$ cat src/rtl/reg_write_arbiter_pkg.sv
// Shared types, default parameters and width helper for the register write arbiter.
package reg_arb_pkg;

   typedef enum logic [0:0] {
      IDLE = 1'b0,
      LOAD = 1'b1
   } state_t;

   localparam int DEF_NREQ  = 4;
   localparam int DEF_NREG  = 4;
   localparam int DEF_WIDTH = 4;

   // Index width that never collapses to zero bits for tiny counts.
   function automatic int clog2_safe(input int n);
      if (n <= 2) begin
         return 1;
      end else begin
         return $clog2(n);
      end
   endfunction

endpackage

$ cat src/rtl/reg_write_arbiter_rr_picker.sv
// Round-robin picker: first set req bit at or after ptr, wrapping; one-hot gnt plus index.
module rr_picker
   import reg_arb_pkg::*;
#(
   parameter int NREQ = DEF_NREQ,
   parameter int PW   = clog2_safe(DEF_NREQ)
)
(
   input  logic [NREQ-1:0] req,
   input  logic [PW-1:0]   ptr,
   output logic [NREQ-1:0] gnt,
   output logic [PW-1:0]   idx
);

   int best_s;

   // rotated-order distance from ptr acts as the priority; smallest distance wins
   always_comb begin
      best_s = NREQ;
      idx    = '0;
      for (int i = 0; i < NREQ; i++) begin
         if (req[i] && (((i + NREQ - int'(ptr)) % NREQ) < best_s)) begin
            best_s = (i + NREQ - int'(ptr)) % NREQ;
            idx    = PW'(i);
         end else begin
            best_s = best_s;
         end
      end
   end

   // un-rotate the winner back into a one-hot grant
   always_comb begin
      gnt = '0;
      for (int i = 0; i < NREQ; i++) begin
         gnt[i] = req[i] && (idx == PW'(i));
      end
   end

endmodule

$ cat src/rtl/reg_write_arbiter.sv
// Round-robin write arbiter in front of a bank of load-enabled registers.
// Optional saturating conflict counter enabled by REGARB_CONFLICT_CNT_EN.
module reg_write_arbiter
   import reg_arb_pkg::*;
#(
   parameter int NREQ  = DEF_NREQ,
   parameter int NREG  = DEF_NREG,
   parameter int WIDTH = DEF_WIDTH,
   localparam int AW   = clog2_safe(NREG),
   localparam int PW   = clog2_safe(NREQ)
)
(
   input  logic                  clk,
   input  logic                  reset,
   input  logic [NREQ-1:0]       req,
   input  logic [NREQ*AW-1:0]    req_addr,
   input  logic [NREQ*WIDTH-1:0] req_data,
   output logic [NREQ-1:0]       ack,
   output logic [NREG-1:0]       reg_load,
   output logic [WIDTH-1:0]      reg_d,
   output logic                  busy
`ifdef REGARB_CONFLICT_CNT_EN
   ,output logic [7:0]           conflict_cnt
`endif
);

   state_t            state_r, state_s;
   logic [NREQ-1:0]   gnt_s;
   logic [PW-1:0]     idx_s;
   logic [PW-1:0]     rr_ptr_r;
   logic [PW-1:0]     k_r;
   logic [AW-1:0]     addr_r, sel_addr_s;
   logic [WIDTH-1:0]  data_r, sel_data_s;

   rr_picker #(.NREQ(NREQ), .PW(PW)) u_picker (
      .req (req),
      .ptr (rr_ptr_r),
      .gnt (gnt_s),
      .idx (idx_s)
   );

   // select the winner's address and data slices
   always_comb begin
      sel_addr_s = '0;
      sel_data_s = '0;
      for (int i = 0; i < NREQ; i++) begin
         if (idx_s == PW'(i)) begin
            sel_addr_s = req_addr[i*AW +: AW];
            sel_data_s = req_data[i*WIDTH +: WIDTH];
         end else begin
            sel_addr_s = sel_addr_s;
         end
      end
   end

   // state register
   always_ff @(posedge clk) begin
      if (reset) begin
         state_r <= IDLE;
      end else begin
         state_r <= state_s;
      end
   end

   // next state: a grant always commits to exactly one LOAD cycle
   always_comb begin
      state_s = state_r;
      case (state_r)
         IDLE:    state_s = (|gnt_s) ? LOAD : IDLE;
         LOAD:    state_s = IDLE;
         default: state_s = IDLE;
      endcase
   end

   // grant latches and round-robin pointer
   always_ff @(posedge clk) begin
      if (reset) begin
         k_r      <= '0;
         addr_r   <= '0;
         data_r   <= '0;
         rr_ptr_r <= '0;
      end else if ((state_r == IDLE) && (|gnt_s)) begin
         k_r    <= idx_s;
         addr_r <= sel_addr_s;
         data_r <= sel_data_s;
      end else if (state_r == LOAD) begin
         rr_ptr_r <= (k_r == PW'(NREQ - 1)) ? '0 : k_r + PW'(1);
      end else begin
         rr_ptr_r <= rr_ptr_r;
      end
   end

   // output decode from registered state only
   always_comb begin
      ack      = '0;
      reg_load = '0;
      busy     = 1'b0;
      case (state_r)
         LOAD: begin
            busy = 1'b1;
            for (int i = 0; i < NREQ; i++) begin
               ack[i] = (k_r == PW'(i));
            end
            for (int j = 0; j < NREG; j++) begin
               reg_load[j] = (addr_r == AW'(j));
            end
         end
         IDLE:    busy = 1'b0;
         default: busy = 1'b0;
      endcase
   end

   // reg_d keeps the last latched data; reg_load alone qualifies it
   assign reg_d = data_r;

`ifdef REGARB_CONFLICT_CNT_EN
   logic [7:0] conflict_cnt_r;

   // saturating count of grants made while two or more requesters competed
   always_ff @(posedge clk) begin
      if (reset) begin
         conflict_cnt_r <= 8'd0;
      end else if ((state_r == IDLE) && ($countones(req) >= 2) && (conflict_cnt_r != 8'd255)) begin
         conflict_cnt_r <= conflict_cnt_r + 8'd1;
      end else begin
         conflict_cnt_r <= conflict_cnt_r;
      end
   end

   assign conflict_cnt = conflict_cnt_r;
`endif

endmodule
$ cat config.mk
export PLATFORM = sky130hd
export DESIGN_NAME = reg_write_arbiter
export DESIGN_NICKNAME = d
export VERILOG_FILES = /design/src/rtl/reg_write_arbiter_pkg.sv /design/src/rtl/reg_write_arbiter_rr_picker.sv /design/src/rtl/reg_write_arbiter.sv
export SDC_FILE = /design/constraint.sdc
export NUM_CORES = 1
export LEC_CHECK = 0
export CAP_MARGIN = 15
export CORE_MARGIN = 2
export CORE_UTILIZATION = 35
export CTS_CLUSTER_SIZE = 10
export DETAILED_ROUTE_END_ITERATION = 6
export GPL_TIMING_DRIVEN = 0
export PLACE_DENSITY = 0.74
export SYNTH_ARGS = -nofsm -noshare
export SYNTH_HDL_FRONTEND = slang
export SYNTH_SLANG_ARGS = --single-unit
$ cat constraint.sdc
create_clock -name clk -period 7.4 [get_ports clk]
set_input_delay 1.48 -clock clk [delete_from_list [all_inputs] [get_ports clk]]
set_output_delay 1.48 -clock clk [all_outputs]
set_load 0.1 [all_outputs]
==> metrics, run 1 <==
status finished, final reports clean; PortBufs 41; Clock Power Share 15.6%; Vias 1,055; hold-fix buffers at CTS 0; post-synth cell types 32; Remaining DRCs 0; RSZ-0062 raised after global routing false; #FFs+latches synth 11; Syn Area/Cell 8.43 um^2; sequential share of power 27.8%; Antenna diodes 0; sequential fraction of the synthesis area 23.1%; maximum fanout along the worst path 7; Total Negative Setup Slacks 0 ns; largest cells by area after synthesis dfxtp_1 (23%), ha_1 (7.9%), mux2_2 (7.1%); Max H-tree Level 1; period utilization 61.1%; Final Wtd Congestion 0.713; number of global-route vias before repair 935; Final ANT Viol Nets 0; most frequent cells in the layout clkdlybuf4s50_1 (41), nor2_1 (13), dfxtp_1 (11); drt wl/cell 14.1 um; drt via density 5.61; Fin. Hold Viols 0; Sw Ratio 46.6%; Sw Pwr 0.000126 W; Root Buffer clkbuf_4; share of layout cells above drive strength 1 10.1%; post-synth top area share 23.1%; Core Rows 18; clock-pin slew on the worst setup and hold paths 0.08 ns; first-pass GRT wire length 4050 um; Slew Limit Fails 0; hold path start reg_d[0]; clock sinks 11; Worst setup SP type input port; Clock Skews 0.00498 ns; crit end category register; Iteration-0 DRC Markers 28; CP required 7.58 ns; Setup-failing EPs final 0; Die Ht 56.2 um; total chip power 0.000271 W; CTS Buf Count 3; Die ar. 3150 um^2; Ports 43; HPWL after DPL 2070 um; worst reg2reg startpoint rr_ptr_r[0]; Mapped Cells 113; # Post-CTS Setup Buffers 0; worst rel slew slack 34.9%; chip width 56.2 um; global route overflow 0; Main synth FF type dfxtp_1; critical path class input port to register; Starting Density 37.7%; Min-Delay Endpoint reg_d[0]; yosys warns 0; Power Density 190 nW/um^2; WL final 2650 um; Post-synth ARST share 0%; Core ar. 2520 um^2; crit path DAT 4.70 ns; Nets 195; Max Cap Viol 0; later-pin clock latency in the skew report 0.27 ns; Register Area 220 um^2; CTS tree built; Post-synth EDFFs 0; fillers 240; Pre-antenna DRT Iters 4; Max VDD drop 0.142 mV; largest area contributor in the netlist dfxtp_1; largest net degree at the start of global routing 11; commonest non-fill, non-tap cell in the layout clkdlybuf4s50_1; worst slew pin tran 0.973 ns; r2r setup slk 4.15 ns; Min-Delay Path Depth 2; Post-Syn Area 952 um^2; Final min period 4.52 ns; Fmax 0.221 GHz; initial antenna violation count 0; fin util 56.5%; GRT Util Overall 16.3%; area of the multi-input gates 679 um^2; Int Power 0.000145 W; Max Root-Sink Buffers 2; area grow syn2layout 49.8%; r2r worst-path depth 13; reg-to-reg endpoint addr_r[1]; HP Class register to register; syn nets 149; post-CTS sizing 0; leakage power 0.535 nW; combinational share of power 56.5%
[cell type report]
type / count / area share (%)
plain buffers: 5 / 2.37
clock buffers: 4 / 1.84
inverters: 5 / 1.32
multi-input cells: 92 / 47.6
flip-flops and latches: 11 / 15.4
well taps: 30 / 2.63
repair buffers: 41 / 28.8
[critical path, cell delays in order]
cell and delay, ns:
clkdlybuf4s50_1 0.49, inv_1 0.20, mux2i_1 0.09, a21oi_1 0.21, ha_1 0.21, nor3_1 0.08
o31ai_1 0.40, o21ai_0 0.17, ha_1 0.20, nand2b_1 0.15, a31oi_1 0.53, a21oi_1 0.18
a311oi_1 0.31
[Yosys cell counts (3+ instances only)]
library cell and n:
inv_1 5, mux2_2 6, a311oi_1 6, nand2_1 5, a21oi_1 4, nand3_1 6
ha_1 6, clkbuf_1 3, mux2i_1 3, dfxtp_1 11, a221oi_1 5, nand4_1 6
nor2_1 13, and2_1 4, nand2b_1 8
[how the worst max path moves through the flow]
stage,startpoint,endpoint,slack [ns],cells past startpoint
floorplan,state_r,reg_load[0],2.15,3
global placement,req[1],reg_d[3],2.82,13
detailed placement,req[1],addr_r[1],2.63,13
CTS,req[1],addr_r[1],2.92,13
global route,req[1],addr_r[1],2.61,13
finish,req[1],addr_r[1],2.88,13
[power groups by stage]
stage	combinational [W]	clock (W)	sequential [W]
final	0.000153	0.0000424	0.0000754
after global placement	0.000149	0	0.0000763
after detailed placement	0.000153	0	0.0000767
after global routing	0.000163	0.0000441	0.0000767
after CTS	0.000153	0.0000423	0.0000755
after floorplan	0.0000823	0	0.000103
[kinds of logic after synthesis]
| group | Yosys count | synth area share [%] |
|---|---|---|
| flops | 11 | 23.1 |
| buf+inv | 10 | 5.52 |
| fa+ha+maj | 6 | 7.88 |
| xor+xnor | 1 | 0.920 |
| simple gates | 50 | 28.6 |
| mux | 9 | 10.2 |
| compound gates | 26 | 23.7 |
[per-stage QoR]
step | setup slack, ns | instance area, um^2 | hold WS, ns | cells
after floorplan | 2.15 | 952 | 0.479 | 113
after global placement | 2.82 | 1400 | 0.493 | 184
after CTS | 2.92 | 1430 | 0.510 | 188
after detailed placement | 2.63 | 1400 | 0.496 | 184
final | 2.88 | 1430 | 0.507 | 188
after global routing | 2.61 | 1430 | 0.536 | 188
[sequential cells by signal, indices dropped and copies added (netlist names)]
signal    flops
addr_r        2
k_r           2
reg_d         4
rr_ptr_r      2
state_r       1
[routing by layer]
metal / GRT usage (%) / up-vias / part of all wire [%]
li1: - / 516 / -
met1: 19.0 / 490 / 40
met2: 29.1 / 43 / 52
met3: 2.79 / 6 / 5.9
met4: 6.46 / 0 / 1.8
met5: 0 / - / 0
Note: power is estimated with default switching activity, not from simulation.
==> run 2, diff against run 1 <==
--- a/config.mk
+++ b/config.mk
@@ -11,7 +11,7 @@
 export CTS_CLUSTER_SIZE = 10
 export DETAILED_ROUTE_END_ITERATION = 6
 export GPL_TIMING_DRIVEN = 0
-export PLACE_DENSITY = 0.74
+export PLACE_DENSITY = 0.77
 export SYNTH_ARGS = -nofsm -noshare
 export SYNTH_HDL_FRONTEND = slang
 export SYNTH_SLANG_ARGS = --single-unit
==> constraint.sdc (replaced) <==
create_clock -name clk -period 4.01 [get_ports clk]
set_input_delay 0.802 -clock clk [delete_from_list [all_inputs] [get_ports clk]]
set_output_delay 0.802 -clock clk [all_outputs]
set_load 0.1 [all_outputs]
==> metrics, run 2 (synthesis gave the netlist of run 1 again) <==
worst setup margin 0.365 ns (was 2.88 ns); worst slew pin tran 0.979 ns (was 0.973 ns); slowest CP cell clkdlybuf4s50_1 (was a31oi_1); CP required 4.17 ns (was 7.58 ns); Max Root-Sink Buffers 2 (unchanged); total chip power 0.000502 W (was 0.000271 W); later-pin clock latency in the skew report 0.27 ns (about the same); Register Area 220 um^2 (unchanged); area of the multi-input gates 691 um^2 (was 679 um^2); Slew Limit Fails 0 (unchanged); Total Negative Setup Slacks 0 ns (unchanged); Core Rows 18 (unchanged); HPWL after DPL 2060 um (was 2070 um); max reg flops 4 (unchanged); Stages on worst setup path 13 (unchanged); Die ar. 3150 um^2 (unchanged); most frequent CP cell ha_1; Post-Place Cells 184 (unchanged); PortBufs 41 (unchanged); chip width 56.2 um (unchanged); worst rel slew slack 34.5% (was 34.9%); Max H-tree Level 1 (unchanged); Iteration-0 DRC Markers 27 (was 28); crit path DAT 3.81 ns (was 4.70 ns); initial antenna violation count 0 (unchanged); period utilization 90.9%; Ports 43 (unchanged); clock-pin slew on the worst setup and hold paths 0.07 ns (was 0.08 ns); Root Buffer clkbuf_4 (unchanged); WL final 2710 um (was 2650 um); hold-fix buffers at CTS 0 (unchanged); Pre-antenna DRT Iters 4 (unchanged); Non-Filler Instances 188 (unchanged); largest net degree at the start of global routing 11 (unchanged); Clock Skews 0.00899 ns (was 0.00498 ns); Max Cap Viol 0 (unchanged); worst-path cell chain clkdlybuf4s50_1 > inv_1 > mux2i_1 > a21oi_1 > ha_1 > nor2_1 > o31ai_1 > o21ai_0 > ha_1 > nand2b_1 > a31oi_2 > a221oi_1 > a311oi_1 (was clkdlybuf4s50_1 > inv_1 > mux2i_1 > a21oi_1 > ha_1 > nor3_1 > o31ai_1 > o21ai_0 > ha_1 > nand2b_1 > a31oi_1 > a21oi_1 > a311oi_1); maximum fanout along the worst path 7 (unchanged); Core ar. 2520 um^2 (unchanged); Starting Density 37.7% (unchanged); leakage power 0.538 nW (was 0.535 nW); HP Class register to register (unchanged); Nets 195 (unchanged); Fin. Hold Viols 0 (unchanged); Max VDD drop 0.242 mV (was 0.142 mV); Remaining DRCs 0 (unchanged); first-pass GRT wire length 4550 um (was 4050 um); global route overflow 0 (unchanged); critical path class input port to register (unchanged); CTS Buf Count 3 (unchanged); Antenna diodes 0 (unchanged); status finished, final reports clean (unchanged); number of global-route vias before repair 1,103 (was 935); Vias 1,060 (was 1,055); commonest non-fill, non-tap cell in the layout clkdlybuf4s50_1 (unchanged); clock sinks 11 (unchanged); Fmax 0.274 GHz; GRT Util Overall 17.8% (was 16.3%); Min-Delay Path Depth 2 (unchanged); pre-CTS setup slack 0.00934 ns (was 2.63 ns); fillers 239 (was 240); Power Density 349 nW/um^2 (was 190 nW/um^2); Largest delay share family, worst path compound AO/OA/AOI/OAI gates (unchanged); WP buf/inv 2 (unchanged); Final min period 3.65 ns; share of layout cells above drive strength 1 11.4% (was 10.1%); most frequent cells in the layout clkdlybuf4s50_1 (41), nor2_1 (13), dfxtp_1 (11) (unchanged); CTS tree built (unchanged); drt via density 5.64 (was 5.61); area grow syn2layout 51.0% (was 49.8%); Worst setup SP type input port (unchanged); Setup-failing EPs final 0 (unchanged); drt wl/cell 14.4 um (was 14.1 um); CP peak stage delay 0.58 ns (was 0.53 ns); r2r worst-path depth 12 (was 13); Final ANT Viol Nets 0 (unchanged); crit end category register (unchanged); Final Wtd Congestion 0.781 (was 0.713); Die Ht 56.2 um (unchanged); RSZ-0062 raised after global routing false (unchanged)
run 2: path summary, 6_finish.rpt:
check / startpoint / endpoint / slack (ns)
max: req[1] / reg_d[2] / 0.36
min: reg_d[3] / reg_d[3] / 0.51
max reg2reg: rr_ptr_r[0] / reg_d[2] / 0.94
min reg2reg: reg_d[3] / reg_d[3] / 0.51
run 2: repair_timing:
action | CTS | global route
resized for setup | 0 | 1
buffers inserted | 0 | 0
endpoints found under the setup margin | 0 | 6
run 2: layout make-up:
cell class | count | share of cell area [%]
plain buffers | 5 | 2.35
clock buffers | 4 | 1.83
inverters | 5 | 1.31
multi-input cells | 92 | 48.0
flip-flops and latches | 11 | 15.3
well taps | 30 | 2.61
repair buffers | 41 | 28.5
run 2: power breakdown:
group	internal [W]	switching, W
Clock	0.0000385	0.0000378
Sequential	0.000125	0.0000161
Combinational	0.000105	0.000180
run 2: tightest hold or removal path: stages (launching register included):
cell and delay (ns):
dfxtp_1 0.31, nor2_1 0.10, a311oi_1 0.05
run 2: layer usage:
layer	up-vias	wire [um]	global-route usage, %
li1	517	-	-
met1	476	1110	18.8
met2	61	1320	32.6
met3	6	245	4.88
met4	0	36	7.48
met5	-	0	0
run 2: stage by stage:
stage                     utilization, %  hold WS (ns)  cell area [um^2]
final                               57.0         0.514              1440
after global routing                57.0         0.543              1440
after CTS                           56.7         0.518              1430
after detailed placement            55.7         0.502              1410
after global placement              55.7         0.494              1410
after floorplan                        -         0.479               957
==> edit 1: new RTL, config.mk and constraints of run 2 <==
The package constant `DEF_WIDTH` goes from 4 to 6.
--- a/src/rtl/reg_write_arbiter_pkg.sv
+++ b/src/rtl/reg_write_arbiter_pkg.sv
@@ -8,7 +8,7 @@
 
    localparam int DEF_NREQ  = 4;
    localparam int DEF_NREG  = 4;
-   localparam int DEF_WIDTH = 4;
+   localparam int DEF_WIDTH = 6;
 
    // Index width that never collapses to zero bits for tiny counts.
    function automatic int clog2_safe(input int n);
Ports: changed (resized reg_d and req_data); port bits go from 43 to 53. No check against the original RTL was run, so the function may have changed too.
==> edit 1 against run 2 <==
Synthesized cell count up 17%; cell count up 24%; maximum frequency up 2.1%; sequential share of layout area down 0.58 points; routed wire length up 21%; power up 26%; synthesized area up 18%; sequential cell count up 2; core utilization up 0.83 points; setup slack better by 0.074 ns; count of clock-buffer cells in the layout unchanged; cell area up 23%; critical path depth down 9.
==> edit 1: results (changes against run 2) <==
CP peak stage delay 1.15 ns (was 0.58 ns); Netlist cell types 37 (was 32); Routability Congestion 0.893 (was 0.781); critical path launch point state_r$_SDFF_PP0_ (was req[1]); global-route usage over all layers 18.3% (was 17.8%); worst slack at placement -0.221 ns (was 0.00934 ns); top cells by area in the synthesized netlist dfxtp_1, mux2i_1, ha_1, nand2b_1, nor2_1 (was dfxtp_1, ha_1, mux2_2, a311oi_1, nand2b_1); # nets final 235 (was 195); outcome finished clean (unchanged); Clock Power 85.5 uW (was 76.3 uW); routed wirelength normalized by instance count 14.0 um (was 14.4 um); reg-to-reg critical path endpoint addr_r[0]$_SDFFE_PP0P_ (was reg_d[2]$_SDFFE_PP0P_); via count of the first global-routing pass 1,214 (was 1,103); share of cells above drive strength 1 11.1% (was 11.4%); kind of cell with the highest combined delay on the critical path buffers and inverters (was compound AO/OA/AOI/OAI gates); Worst Min Path Start reg_d[2]$_SDFFE_PP0P_ (was reg_d[3]$_SDFFE_PP0P_); worst ir drop on vdd 204 uV (was 242 uV); clock slew at reported path FFs 0.09 ns (was 0.07 ns); max reg flops 6 (was 4); Critical path destination reg_load[0] (was reg_d[2]$_SDFFE_PP0P_); Final Skew 0.00512 ns (was 0.00899 ns); gate count of the mapped netlist 132 (was 113); biggest fanout along the worst timing path 10 (was 7); hold worst-path end reg_d[2]$_SDFFE_PP0P_ (was reg_d[3]$_SDFFE_PP0P_); Placed Instance Area 0.00169 sq mm (was 0.00141 sq mm)
-- edit 1: cell types whose count changed in the layout (fill, tap and decap cells not counted), moves of 6 or more --
cell                    run 2  this run
mux2_2                      6         0
mux2i_1                     3        11
a311oi_1                    6         0
a211oi_1                    0         7
clkdlybuf4s50_1            41        50
-- edit 1: cell type report --
type,count,area [sq um]
sequential,13,260
fill,303,1290
timing repair buffer,54,536
tap,44,55.1
buffer,8,47.5
multi-input combinational,106,822
inverter,5,18.8
clock buffer,4,26.3
-- edit 1: cell families (layout without fill, tap and decap cells) --
group                    count (synthesis)  count (layout)  synth area share [%]
AND/OR/NAND/NOR                         49              49                  26.6
AO/OA/AOI/OAI                           39              39                  27.0
flip-flops                              13              13                  23.2
buffers and inverters                   13              71                  5.91
multiplexers                            11              11                  9.82
adder cells (fa/ha/maj)                  6               6                  6.70
XOR/XNOR                                 1               1                 0.781
-- edit 1: per-layer routing --
metal	share of wire [%]	routed length, um
met5	0	0
met4	1.3	44
met3	5.3	173
met2	52	1720
met1	41	1340
==> edit 2: new RTL, config.mk and constraints of run 2 <==
Without the edit above. The option `REGARB_CONFLICT_CNT_EN` is turned on by a define.
--- a/src/rtl/reg_write_arbiter.sv
+++ b/src/rtl/reg_write_arbiter.sv
@@ -1,5 +1,7 @@
 // Round-robin write arbiter in front of a bank of load-enabled registers.
 // Optional saturating conflict counter enabled by REGARB_CONFLICT_CNT_EN.
+`define REGARB_CONFLICT_CNT_EN
+
 module reg_write_arbiter
    import reg_arb_pkg::*;
 #(
Function (old outputs only; new: conflict_cnt): kept (Yosys induction, for registers that start in step).
==> edit 2 against run 2 <==
Setup slack worse by 0.034 ns; sequential cell count is 8 higher; routed wire length is 34% higher; clock skew fell by 0.0078 ns; combinational power grew 88%; cell area grew 46%; worst hold slack worse by 0.0080 ns; cell count rose by 39%; synthesized area up 47%; synthesized cell count up 36%; power increased by 84%; critical endpoint is now reg_d[0]$_SDFFE_PP0P_; largest power group unchanged.
==> edit 2: results (changes against run 2) <==
CP peak stage delay 0.38 ns (was 0.58 ns); Root Driver clkbuf_8 (was clkbuf_4); met1 Track Usage GR 19.9% (was 18.8%); max reg flops 8 (was 4); Routability Congestion 0.838 (was 0.781); sequential area share after synthesis 27.2% (was 23.1%); total nets after synthesis 193 (was 149); first-pass GRT wire length 5490 um (was 4550 um); grt met2 use 27.5% (was 32.6%); number of DRC markers after the initial detailed-route iteration 41 (was 27); Register-to-Register Setup Slack 0.98 ns (was 0.94 ns); final-layout fill cell count 362 (was 239); worst ir drop on vdd 218 uV (was 242 uV); Placed Instance Area 0.00195 sq mm (was 0.00141 sq mm); multi-input gate share of total cell area 46.7% (was 48.0%); share of cells above drive strength 1 16.0% (was 11.4%); layout overhead on the synthesized area 49.9% (was 51.0%); total routed wirelength 3640 um (was 2710 um); outcome finished clean (unchanged); top cells by area in the synthesized netlist dfxtp_1, ha_1, mux2i_1, nor2_1, a211o_1 (was dfxtp_1, ha_1, mux2_2, a311oi_1, nand2b_1); Inverters, non-clock 7 (was 5); global-route usage over all layers 15.8% (was 17.8%); # rows 22 (was 18); Netlist cell types 44 (was 32); count of input and output buffers 49 (was 41); Worst Min Path Start conflict_cnt[7]$_SDFFE_PP0P_ (was reg_d[3]$_SDFFE_PP0P_); clock buffer and inverter area fraction after layout 2.21% (was 1.83%); slew of the pin with the lowest slew margin 0.985 ns (was 0.979 ns); met3 routed wirelength 237 um (was 245 um); hold slack 0.505 ns (was 0.514 ns); Final Skew 0.00122 ns (was 0.00899 ns); number of vias per cell after detailed routing 5.13 (was 5.64); critical path data arrival time 3.85 ns (was 3.81 ns); most common library cells after synthesis dfxtp_1, nor2_1, nand2_1, a21oi_1, mux2i_1 (was nor2_1, dfxtp_1, nand2b_1); hold worst-path end conflict_cnt[7]$_SDFFE_PP0P_ (was reg_d[3]$_SDFFE_PP0P_); leakage power 0.818 nW (was 0.538 nW); number of cells traversed by the worst register-to-register path 14 (was 12); wire length on met2 1770 um (was 1320 um); DP Wirelength 2690 um (was 2060 um); M3 GR Usage 3.00% (was 4.88%); worst slack at placement -0.641 ns (was 0.00934 ns)
==> edit 2: kinds of logic (layout without fill, tap and decap cells) <==
| group | count (synthesis) | in the layout | share of synthesized area (%) |
|---|---|---|---|
| adders and majority gates | 9 | 9 | 8.59 |
| AOI/OAI and AO/OA | 40 | 40 | 25.3 |
| and+or+nand+nor | 54 | 54 | 21.3 |
| xor gates and xnor gates | 7 | 7 | 4.39 |
| muxes | 10 | 10 | 7.16 |
| buffers and inverters | 15 | 74 | 6.00 |
| DFF | 19 | 19 | 27.2 |
==> edit 2: what timing repair did <==
| item | in CTS | in global routing |
|---|---|---|
| resized for setup | 9 | 6 |
| setup endpoints to repair | 9 | 9 |
| setup buffers | 3 | 3 |
| pin swaps | 4 | 8 |
| hold buffers | 0 | 0 |
==> edit 2: power by group <==
part           switching [mW]  total [mW]  internal, mW  leakage, nW
Combinational           0.332       0.535         0.203        0.636
Sequential             0.0305       0.247         0.216        0.156
Clock                  0.0709       0.140        0.0693       0.0255
Total                   0.433       0.922         0.489        0.818
